`src/rtl/fifo_rd_stream_pkg.sv`:
```
// Shared definitions for the FIFO read-side stream adapter: widths, buffer
// state encoding and the free-slot helper.
package fifo_rd_stream_pkg;

  localparam int unsigned FIFO_DATA_W = 3;
  localparam int unsigned BUF_OCC_W   = 2;
  localparam int unsigned SLOT_W      = 3;

  typedef enum logic [BUF_OCC_W-1:0] {
    BUF_E = 2'd0,
    BUF_O = 2'd1,
    BUF_T = 2'd2
  } buf_state_t;

  // Space left for a new read once this cycle's pop is accounted for.
  // The invariant occ + inflight <= depth keeps the result from wrapping.
  function automatic logic [SLOT_W-1:0] free_slots(
    input logic [SLOT_W-1:0]    depth,
    input logic [BUF_OCC_W-1:0] occ,
    input logic                 infl,
    input logic                 pop
  );
    return depth - {1'b0, occ} - {2'b00, infl} + {2'b00, pop};
  endfunction

endpackage

```
`src/rtl/fifo_rd_stream_buf2.sv`:
```
// Two-entry shift buffer. Entry 0 is the head presented downstream, and it
// holds steady while the sink stalls.
module stream_buf2
  import fifo_rd_stream_pkg::*;
#(
  parameter int unsigned DATA_W = FIFO_DATA_W
) (
  input  logic                 clk,
  input  logic                 rst,
  input  logic                 i_clear,
  input  logic                 i_push,
  input  logic [DATA_W-1:0]    i_data,
  input  logic                 i_pop,
  output logic [DATA_W-1:0]    o_head,
  output logic                 o_valid,
  output logic [BUF_OCC_W-1:0] o_occ
);

  buf_state_t            r_state;
  logic [DATA_W-1:0]     r_ent0;
  logic [DATA_W-1:0]     r_ent1;
  logic                  r_valid;
  logic [BUF_OCC_W-1:0]  r_occ;

  always_ff @(posedge clk or negedge rst) begin
    if (!rst) begin
      r_state <= BUF_E;
      r_ent0  <= '0;
      r_ent1  <= '0;
      r_valid <= 1'b0;
      r_occ   <= '0;
    end else if (i_clear) begin
      r_state <= BUF_E;
      r_valid <= 1'b0;
      r_occ   <= '0;
    end else begin
      case (r_state)
        BUF_E: begin
          if (i_push) begin
            r_ent0  <= i_data;
            r_state <= BUF_O;
            r_valid <= 1'b1;
            r_occ   <= 2'd1;
          end
        end
        BUF_O: begin
          if (i_push && !i_pop) begin
            r_ent1  <= i_data;
            r_state <= BUF_T;
            r_occ   <= 2'd2;
          end else if (i_push && i_pop) begin
            r_ent0 <= i_data;
          end else if (i_pop) begin
            r_state <= BUF_E;
            r_valid <= 1'b0;
            r_occ   <= 2'd0;
          end
        end
        BUF_T: begin
          // A push here is excluded by the slot guard; it is still absorbed
          // safely when it rides along with a pop.
          if (i_pop) begin
            r_ent0 <= r_ent1;
            if (i_push) begin
              r_ent1 <= i_data;
            end else begin
              r_state <= BUF_O;
              r_occ   <= 2'd1;
            end
          end
        end
        default: begin
          r_state <= BUF_E;
          r_valid <= 1'b0;
          r_occ   <= '0;
        end
      endcase
    end
  end

  assign o_head  = r_ent0;
  assign o_valid = r_valid;
  assign o_occ   = r_occ;

endmodule

```
`src/rtl/fifo_rd_stream.sv`:
```
// Read-side adapter: issues FIFO reads and streams the words out on
// valid/ready with no bubbles, hiding the FIFO's 1-cycle read latency.
module fifo_rd_stream
  import fifo_rd_stream_pkg::*;
#(
  parameter int unsigned DATA_W = FIFO_DATA_W,
  parameter int unsigned BUF_D  = 2
) (
  input  logic                 clk,
  input  logic                 rst,
  input  logic                 fifo_empty,
  input  logic [DATA_W-1:0]    fifo_data,
  output logic                 fifo_r_en,
  input  logic                 flush,
  output logic                 m_valid,
  output logic [DATA_W-1:0]    m_data,
  input  logic                 m_ready,
  output logic [BUF_OCC_W-1:0] buf_occ
);

  logic              r_inflight;
  logic              w_pop;
  logic [SLOT_W-1:0] w_slots;
  logic              w_rd;

  assign w_pop   = m_valid & m_ready;
  assign w_slots = free_slots(SLOT_W'(BUF_D), buf_occ, r_inflight, w_pop);
  // Gating with rst keeps the read strobe low through an async reset.
  assign w_rd      = rst & ~fifo_empty & ~flush & (w_slots != '0);
  assign fifo_r_en = w_rd;

  always_ff @(posedge clk or negedge rst) begin
    if (!rst) begin
      r_inflight <= 1'b0;
    end else if (flush) begin
      r_inflight <= 1'b0;
    end else begin
      r_inflight <= w_rd;
    end
  end

  stream_buf2 #(
    .DATA_W(DATA_W)
  ) u_buf (
    .clk     (clk),
    .rst     (rst),
    .i_clear (flush),
    .i_push  (r_inflight),
    .i_data  (fifo_data),
    .i_pop   (w_pop),
    .o_head  (m_data),
    .o_valid (m_valid),
    .o_occ   (buf_occ)
  );

endmodule

```
`config.mk`:
```
export PLATFORM = sky130hd
export DESIGN_NAME = fifo_rd_stream
export DESIGN_NICKNAME = d
export VERILOG_FILES = /design/src/rtl/fifo_rd_stream_pkg.sv /design/src/rtl/fifo_rd_stream_buf2.sv /design/src/rtl/fifo_rd_stream.sv
export SDC_FILE = /design/constraint.sdc
export NUM_CORES = 1
export LEC_CHECK = 0
export ABC_AREA = 1
export BUFFER_PORTS_ARGS = -buffer_cell sky130_fd_sc_hd__buf_4
export CAP_MARGIN = 20
export CORE_AREA = 2 2 42 44
export CTS_CLUSTER_DIAMETER = 80
export DETAILED_ROUTE_END_ITERATION = 7
export DIE_AREA = 0 0 44 46
export GPL_TIMING_DRIVEN = 0
export PLACE_DENSITY_LB_ADDON = 0.12
export RECOVER_POWER = 50
export SLEW_MARGIN = 10
export SYNTH_ARGS = -nofsm -noshare
export SYNTH_HDL_FRONTEND = slang
export SYNTH_SLANG_ARGS = --single-unit
```
`constraint.sdc`:
```
create_clock -name clk -period 4 [get_ports clk]
set_input_delay 0.6 -clock clk [delete_from_list [all_inputs] [get_ports clk]]
set_output_delay 0.6 -clock clk [all_outputs]
set_load 0.1 [all_outputs]
```
# Word level (Yosys, flattened, before mapping)
# Index checks and enable logic that the tools add are counted.
# W data, S select, Z words.
[op_classes]
mux = 23
n_eq_ne = 17
addsub = 3
reduce_logical = 11
bitwise_logic = 6
[ops]
columns = ["operator", "count"]
rows = [
  ["$mux W3", 6],
  ["$reduce_and A5 Y1", 3],
  ["$mux W2", 7],
  ["$ne A3 B3 Y1 const B", 4],
  ["$pmux W3 S3", 1],
  ["$ne A2 B2 Y1 const B", 4],
  ["$mux W1", 6],
  ["$ne A2 B1 Y1 const B", 3],
  ["$ne A3 B2 Y1 const B", 2],
  ["$pmux W2 S3", 1],
  ["$pmux W3 S2", 1],
  ["$reduce_and A6 Y1", 1],
  ["$reduce_bool A3 Y1", 2],
  ["$and A1 B1 Y1", 4],
  ["$ne A4 B2 Y1 const B", 1],
  ["$ne A4 B3 Y1 const B", 1],
  ["$add A3 B1 Y3", 1],
  ["$pmux W1 S3", 1],
  ["$sub A2 B2 Y3 const A", 1],
  ["$sub A3 B1 Y3", 1],
  ["$eq A2 B1 Y1 const B", 1],
  ["$eq A2 B2 Y1 const B", 1],
  ["$logic_and A1 B1 Y1", 2],
  ["$logic_not A2 Y1", 1],
  ["other kinds (3)", 4],
]
[word_totals]
wordCells = 65
inputBits = 8
ff_bits = 10
output_inout_bits = 7

# Depth between registers and ports, before layout
# Gate-level depths: netlist of run 1.
[depth]
ltp_word = 6
mapped_depth = 7
depth_no_buf = 7

# Modules after synthesis
# Synthesis of run 1 repeated with hierarchy kept, for this count alone.
[unflattened]
hier_cells = 95
area_unflattened_um2 = 643.1
[by_module_without_submodules]
columns = ["mod", "seq_area_each_um2", "area_per_inst_um2", "cells_each", "n_inst"]
rows = [
  ["stream_buf2", 225.2, 555.5, 84, 1],
  ["fifo_rd_stream", 25.0, 87.6, 11, 1],
]

# Least setup slack after synthesis of run 1
# Ideal clock, no wire load.
[synth_timing]
path_type = "flip-flop to output port"
startpoint = "register u_buf.r_valid (netlist: u_buf.o_valid)"
endpoint = "output fifo_r_en"
stages_incl_launch_ff = 5
t_required_ps = 3400
slack_ps = 47
t_arrival_ps = 3353
n_path_buf = 0
path_cell_list = "dfrtp_1 -> nand2_2 -> fa_1 -> ha_1 -> a31oi_1"
[synth_between]
elab_chain_len = 4
[synth_rtl]
columns = ["item", "line", "text"]
rows = [
  ["start: declaration", "fifo_rd_stream_buf2.sv:22", "logic r_valid;"],
  ["start signal: assignment", "fifo_rd_stream_buf2.sv:30", "r_valid <= 1'b0;"],
  ["start signal: assignment", "fifo_rd_stream_buf2.sv:34", "r_valid <= 1'b0;"],
  ["start signal: assignment", "fifo_rd_stream_buf2.sv:42", "r_valid <= 1'b1;"],
  ["$and A1 B1 Y1", "fifo_rd_stream.sv:26", "assign w_pop = m_valid & m_ready;"],
  ["$add A3 B1 Y3", "fifo_rd_stream_pkg.sv:23", "return depth - {1'b0, occ} - {2'b00, infl} + {2'b00, pop};"],
  ["$reduce_bool A3 Y1", "fifo_rd_stream.sv:29", "assign w_rd = rst & ~fifo_empty & ~flush & (w_slots != '0);"],
  ["$and A1 B1 Y1", "fifo_rd_stream.sv:29", ""],
  ["end: declaration", "fifo_rd_stream.sv:13", "output logic fifo_r_en,"],
]
# Every way passes these cells.

# Worst setup path in the final report of run 1
[layout_timing]
startpoint = "input m_ready"
endpoint = "output fifo_r_en"
[layout_between]
elab_chain_len = 4
[layout_rtl]
columns = ["item", "line", "text"]
rows = [
  ["start: declaration", "fifo_rd_stream.sv:17", "input logic m_ready,"],
  ["$and A1 B1 Y1", "fifo_rd_stream.sv:26", ""],
  ["$add A3 B1 Y3", "fifo_rd_stream_pkg.sv:23", ""],
  ["$reduce_bool A3 Y1", "fifo_rd_stream.sv:29", ""],
  ["$and A1 B1 Y1", "fifo_rd_stream.sv:29", ""],
]
# Every way passes these cells.

==> impl_results.md, run 1 <==
- Htree depth: 1
- Cells after synthesis: 74
- Clock insertion delay at the later pin of the skew report: 270 ps
- Hold Path Class: input pin to async pin
- Ant. Diodes: 0
- Post-Syn Nets: 84
- Internal Dissipation: 0.000256 W
- Worst rel slew slack: 0.604
- Biggest area consumer among synthesized cells: dfrtp_1
- Die Ht: 46 um
- Clk network pwr share: 0.173
- Syn avg cell area: 7.93 um^2
- Synth warn: 0
- Max cap viols: 0
- Area growth syn-to-layout: 26.7%
- CTS buffer count: 3
- Root Driver: clkbuf_4
- Crit. End Element: primary output
- Slack of the critical path: 1490 ps
- Die W: 44 um
- Setup WS pre-CTS: 1480 ps
- Fmax achieved: 0.398 GHz
- Clock Pin Slew Worst Setup and Hold Paths: 80 ps
- Initial DRC count: 10
- NumNets Final: 103
- Count of cells resized by post-cts repair: 0
- Crit path launch type: input pin
- # DRC: 0
- Crit path time final: 2510 ps
- Lkg Pwr: 0.378 nW
- Cell area after synthesis: 587 um^2
- Status: finished clean
- Routed wire length on met2: 536 um
- Hold WS: 304 ps
- Fillers: 168
- Top Metal Used: met4
- Met1 Wirelength: 536 um
- Multi-input logic area: 297 um^2
- Yosys reg bits: 10
- Drt total wl: 1.16 mm
- RSZ-0062 raised after global routing: false
- Starting Density: 0.364
- Clk_skew: 6.81 ps
- CTS Buffer Depth: 2
- Final Cycle Share: 0.628
- Vias/cell: 4.91
- Routed wl met3: 69 um
- Area after DPL: 713 um^2
- GRT Total Usage: 0.146
- Yosys cell types: 17
- Port Buffers: 14
- Slew @ Worst Pin: 594 ps
- Final Cell Area: 743 um^2
- Initial DRT Pass Iterations: 5
- CTS tree: built
- Antenna-violating nets left: 0
- Die footprint: 0.00202 mm^2
- Top Ports: 15
- WL per Instance: 10.6 um
- Seq/Total Area, Yosys: 0.426
- Row Count: 15
- Sequential cell area: 250 um^2
- Combinational Power Share: 0.535
- Switching share of power: 0.523
- Post-synth top area share: 0.426
- Placer Congestion: 0.815
- Crit Path Max Fanout: 7
- Hold Violations, Final: 0
- Vias in the first global route: 475
- HPWL after DPL: 913 um
- Via Count: 535
- Max Slew Vio Count: 0
- CTS Hold Bufs: 0
- P per Cell Area: 724 mW/mm^2
- Clk sinks: 10
- Critical path class: input pin to primary output
- Largest net degree at the start of global routing: 12
- Crit path DAT: 1910 ps
- Setup TNS: 0 ps
- Gr ovfl total: 0
- Layout cells sized above 1: 0.293
- Reg power frac: 0.292
- CP required: 3400 ps
- VDD IR-drop max: 0.340 mV
- Total power: 0.000538 W
- Initial antenna violation count: 0
- Synth area leaders: dfrtp_1 43%, nand2_1 13%, o21ai_1 6.8%
- Post-CTS Setup Inserts: 0
- Placeable Area: 0.00161 mm^2
- First-pass GRT wire length: 2.13 mm
- Setup violators final: 0
- Switching power: 0.000281 W
layout by cell type (no fill, tap or decap):
cell,n
nand2_1,20
buf_4,13
inv_1,10
dfrtp_1,10
o21ai_1,7
nand2_2,4
nor2_1,4
nand3_1,4
a31oi_1,3
o21a_2,3
o21ai_0,3
clkbuf_4,3
nor2_2,1
nor2_4,1
nand3_2,1
nand4_1,1
fa_1,1
ha_1,1
clkbuf_8,1
clkbuf_1,1
power by group through the flow:
| stage | Clock, W | Combinational [W] | Sequential, W |
|---|---|---|---|
| finish | 0.0000931 | 0.000288 | 0.000157 |
| global route | 0.000101 | 0.000310 | 0.000163 |
| CTS | 0.0000952 | 0.000291 | 0.000158 |
| detailed placement | 0 | 0.000290 | 0.000160 |
| global placement | 0 | 0.000288 | 0.000160 |
| floorplan | 0 | 0.0000749 | 0.000313 |
critical path, cell delays in order:
cell,delay (ps)
buf_4,80
nand2_2,100
fa_1,380
ha_1,300
a31oi_1,140
buf_4,310
state kept, by name, summed over array words and instances, names as in the netlist:
name	count
u_buf.o_valid	1
u_buf.o_occ	2
u_buf.o_head	3
u_buf.r_ent1	3
r_inflight	1
cells in the mapped netlist (all sizes together):
master  instances
o21ai          10
o21a            3
inv            10
fa              1
a31oi           3
nand3           5
nand2          24
nor2            6
dfrtp          10
ha              1
nand4           1
path summary, 6_finish.rpt:
| check | end | slack (ps) | start | cells past startpoint |
|---|---|---|---|---|
| worst max-delay path | fifo_r_en | 1490 | m_ready | 6 |
| worst min-delay path | u_buf.r_ent1[0]$_DFFE_PN0P_ | 300 | rst | 1 |
| worst max register to register | r_inflight$_DFF_PN0_ | 2600 | u_buf.o_valid$_DFFE_PN0P_ | 4 |
| worst min register to register | u_buf.o_head[1]$_DFFE_PN0P_ | 500 | u_buf.o_head[1]$_DFFE_PN0P_ | 2 |
| max in group asynchronous | u_buf.o_head[2]$_DFFE_PN0P_ | 3310 | rst | 1 |
| min in group clk | u_buf.o_head[1]$_DFFE_PN0P_ | 500 | u_buf.o_head[1]$_DFFE_PN0P_ | 2 |
per-layer routing:
metal	vias to the layer above	track usage
met4	0	0.0727
met2	14	0.218
met3	4	0.0397
met1	240	0.196
li1	277	-
met5	-	0
final cells by class:
cell class / count / area share
Clock buffer: 4 / 0.0488
Inverter: 10 / 0.0505
Timing Repair Buffer: 14 / 0.136
Tap cell: 17 / 0.0286
Sequential cell: 10 / 0.337
Multi-Input combinational cell: 54 / 0.399
stage by stage:
stage,util,std cells
floorplan,-,74
global placement,0.442,105
detailed placement,0.442,105
CTS,0.464,109
global route,0.460,109
finish,0.460,109
cell families (layout without fill, tap and decap cells):
kind of cell | Yosys count | after routing | share of synthesized area
flip-flops | 10 | 10 | 0.426
buffers and inverters | 10 | 28 | 0.0640
AO/OA/AOI/OAI | 16 | 16 | 0.162
AND/OR/NAND/NOR | 36 | 36 | 0.292
adder cells (fa/ha/maj) | 2 | 2 | 0.0554
Note: power is estimated with default switching activity, not from simulation.
==> run 2: changes to the inputs <==
--- a/config.mk
+++ b/config.mk
@@ -5,7 +5,7 @@
 export SDC_FILE = /design/constraint.sdc
 export NUM_CORES = 1
 export LEC_CHECK = 0
-export ABC_AREA = 1
+export ABC_AREA = 0
 export BUFFER_PORTS_ARGS = -buffer_cell sky130_fd_sc_hd__buf_4
 export CAP_MARGIN = 20
 export CORE_AREA = 2 2 42 44
==> constraint.sdc (replaced) <==
create_clock -name clk -period 2.2 [get_ports clk]
set_input_delay 0.33 -clock clk [delete_from_list [all_inputs] [get_ports clk]]
set_output_delay 0.33 -clock clk [all_outputs]
set_load 0.1 [all_outputs]
==> run 2 against run 1 <==
Net effect:
- the flow now finishes with violations (negative setup slack)
- design area increased by 9.4%
- flip-flop and latch count unchanged
- clock power increased by 39%
- combinational power increased by 2%
- die area unchanged
- global-route usage decreased by 2.1 points
- non-clock buffer count increased by 5
- via count decreased by 19%
- clock skew about the same
- critical path depth increased by 1
- sequential share of layout area decreased by 1.8 points
- utilization increased by 4.3 points
- largest cell class unchanged
==> impl_results.md, run 2 <==
- Die footprint: 0.00202 mm^2 (unchanged)
- Area growth syn-to-layout: 38.3%
- CTS Buffer Depth: 2 (unchanged)
- Total power: 0.000657 W (+22%)
- Initial DRT Pass Iterations: 2 (-3)
- Clock Pin Slew Worst Setup and Hold Paths: 70 ps (about the same)
- Die W: 44 um (unchanged)
- Final Cycle Share: 1.03
- EDFF count, synth: 0 (unchanged)
- Seq/Total Area, Yosys: 0.426 (-0.000907)
- CP required: 1870 ps (-1530 ps)
- Status: finished with violations
- Lkg Pwr: 0.384 nW (+1.7%)
- Max Slew Vio Count: 0 (unchanged)
- Starting Density: 0.364 (+0.000775)
- Failing checks: negative setup slack
- Crit path largest cell delay: 420 ps (+40 ps)
- Post-synth top area share: 0.426 (-0.000907)
- Top delay family on crit path: adder cells
- Clk sinks: 10 (unchanged)
- Via Count: 435 (-19%)
- Synth area leaders: dfrtp_1 43%, mux2_2 11%, mux2_4 7.7%
- Crit path time final: 2270 ps
- Commonest non-fill, non-tap cells in the layout: 13 x buf_4, 7 x dfrtp_1, 6 x mux2_2
- Layout cells sized above 1: 0.542 (+0.248)
- Top Usage Layer GRT: met2
- Biggest area consumer among synthesized cells: dfrtp_1
- Top-count cell post-synth: dfrtp_1
- Clock insertion delay at the later pin of the skew report: 260 ps (about the same)
- Slew @ Worst Pin: 1170 ps (+580 ps)
- Yosys reg bits: 10 (unchanged)
- Fillers: 148 (-12%)
- Grt met3 use: 0.0238 (-0.0159)
- Htree depth: 1 (unchanged)
- Root Driver: clkbuf_4
- Ys async rst share: 1.00 (unchanged)
- HPWL after DPL: 821 um (-10%)
- First-pass GRT wire length: 1.81 mm (-15%)
- RSZ-0062 raised after global routing: true
- Syn avg cell area: 11.5 um^2 (+45%)
- VDD IR-drop max: 0.863 mV (+150%)
- Cell Chain, Critical Path: nand2_4 > fa_2 > ha_4 > nand2_2 > nor2_2 > nor4b_4 > buf_6
- Commonest cells post-synth: 10 x dfrtp_1, 6 x mux2_2, 5 x nor2_1
- NumNets Final: 83 (-19%)
- Worst Path Buf+Inv: 1 (-1)
- P per Cell Area: 807 mW/mm^2 (+12%)
- CP max-delay cell: dfrtp_4
- Hold Path Class: input pin to register
- Initial antenna violation count: 0 (unchanged)
- Crit. End Element: primary output
- Cells after synthesis: 51 (-31%)
- Post-Syn Nets: 61 (-27%)
- Multi-input logic area: 358 um^2 (+21%)
- Drt total wl: 1.09 mm (-5.7%)
- Port Buffers: 13 (-1)
- Worst R2R Start: u_buf.o_occ[0]$_DFFE_PN0P_
- Ant. Diodes: 0 (unchanged)
- Worst rel slew slack: 0.221 (-0.383)
- Vias in the first global route: 427 (-10%)
- Placeable Area: 0.00161 mm^2 (unchanged)
- Antenna-violating nets left: 0 (unchanged)
- Global Route met2 Usage: 0.191 (-0.0265)
- Row Count: 15 (unchanged)
- Crit path DAT: 1940 ps (+30 ps)
- Synth warn: 0 (unchanged)
- Setup TNS: -68.5 ps (-68.5 ps)
- WL per Instance: 12.3 um (+15%)
- Ys flop type: dfrtp_1
- CTS buffer count: 3 (unchanged)
- Initial DRC count: 2 (-8)
- Slack of the critical path: -68.5 ps (-1560 ps)
- Max cap viols: 0 (unchanged)
- Largest net degree at the start of global routing: 13 (+1)
- Worst Setup SP: u_buf.o_valid$_DFFE_PN0P_
- Sequential cell area: 259 um^2 (+3.5%)
- Commonest non-fill, non-tap cell in the layout: buf_4
- Yosys cell types: 23 (+6)
- # DRC: 0 (unchanged)
- HP Start: fifo_empty
- Hold Violations, Final: 0 (unchanged)
- Crit Path Max Fanout: 2 (-5)
- Cell area after synthesis: 588 um^2 (+0.21%)
- GRT Total Usage: 0.125 (-0.0213)
- Placer Congestion: 0.638 (-22%)
- Gr ovfl total: 0 (unchanged)
- Setup violators final: 1 (+1)
- Clk_skew: 7.08 ps (+0.264 ps)
- Fmax achieved: 0.441 GHz
- Critical path class: register to primary output
- CTS tree: built
- Crit path launch type: register
- Top Ports: 15 (unchanged)
- M1 GR Usage: 0.164 (-0.0313)
- Die Ht: 46 um (unchanged)
- Vias/cell: 4.89 (-0.42%)
[run 2: changes by cell type in the layout (fill, tap and decap cells not counted), moves of 4 or more]
| cell | change |
|---|---|
| inv_1 | -8 |
| nand2_1 | -19 |
| o21ai_1 | -7 |
| nand3_1 | -4 |
| mux2_2 | +6 |
[run 2: worst reg2reg max path: cells and delay by family, from the launching register on]
family        cells  cell delay (ps)
mux               2              380
simple gates      2              570
flops             1              490
buf+inv           2              280
[run 2: power breakdown]
group	leakage [nW]	internal [W]	switching [W]
clock network	0.0150	0.0000699	0.0000587
registers	0.126	0.000216	0.0000176
logic	0.243	0.0000778	0.000217
[run 2: layout make-up]
| cell class | count | area share |
|---|---|---|
| flip-flops and latches | 10 | 0.318 |
| plain buffers | 2 | 0.0185 |
| repair buffers | 17 | 0.155 |
| clock buffers | 4 | 0.0323 |
| inverters | 2 | 0.00923 |
| well taps | 17 | 0.0262 |
| multi-input cells | 37 | 0.440 |
[run 2: cell families (layout without fill, tap and decap cells)]
logic type	Yosys count	in the layout	synth area share
and+or+nand+nor	16	16	0.162
buffers and inverters	4	25	0.0383
DFF	10	10	0.426
muxes	10	10	0.208
AOI/OAI and AO/OA	9	9	0.111
adders and majority gates	2	2	0.0553
[run 2: routing by layer]
metal | wire length, um | vias up | share of wire
li1 | - | 220 | -
met1 | 513 | 206 | 0.47
met2 | 542 | 9 | 0.50
met3 | 36 | 0 | 0.033
met4 | 0 | 0 | 0
met5 | 0 | - | 0
[run 2: per-stage QoR]
step                utilization  cell area (um^2)  hold slack, ps  cells  setup WS [ps]
detailed placement        0.470               758             172     81           75.4
CTS                       0.509               821             246     89          -91.9
floorplan                     -               639            34.4     51           -649
finish                    0.504               813             257     89          -68.5
global route              0.504               813             249     89           -146
global placement          0.470               758             174     81           83.3
[run 2: final timing paths]
kind	endpoint	depth (start not counted)	slack, ps
min in group asynchronous	u_buf.r_ent1[2]$_DFFE_PN0P_	2	430
max in group asynchronous	u_buf.o_occ[1]$_DFFE_PN0P_	2	1600
worst max register to register	u_buf.r_ent1[0]$_DFFE_PN0P_	6	380
worst min-delay path	r_inflight$_DFF_PN0_	2	260
worst max-delay path	fifo_r_en	7	-70
worst min register to register	u_buf.o_head[1]$_DFFE_PN0P_	1	500
[run 2: what timing repair did]
action | 4_1_cts | 5_1_grt
setup buffers | 3 | 0
endpoints found under the hold margin | 10 | 0
pin swaps | 3 | 1
gates resized for setup | 1 | 0
setup endpoints to repair | 1 | 1
cloned | 0 | 0
hold buffers | 1 | 0
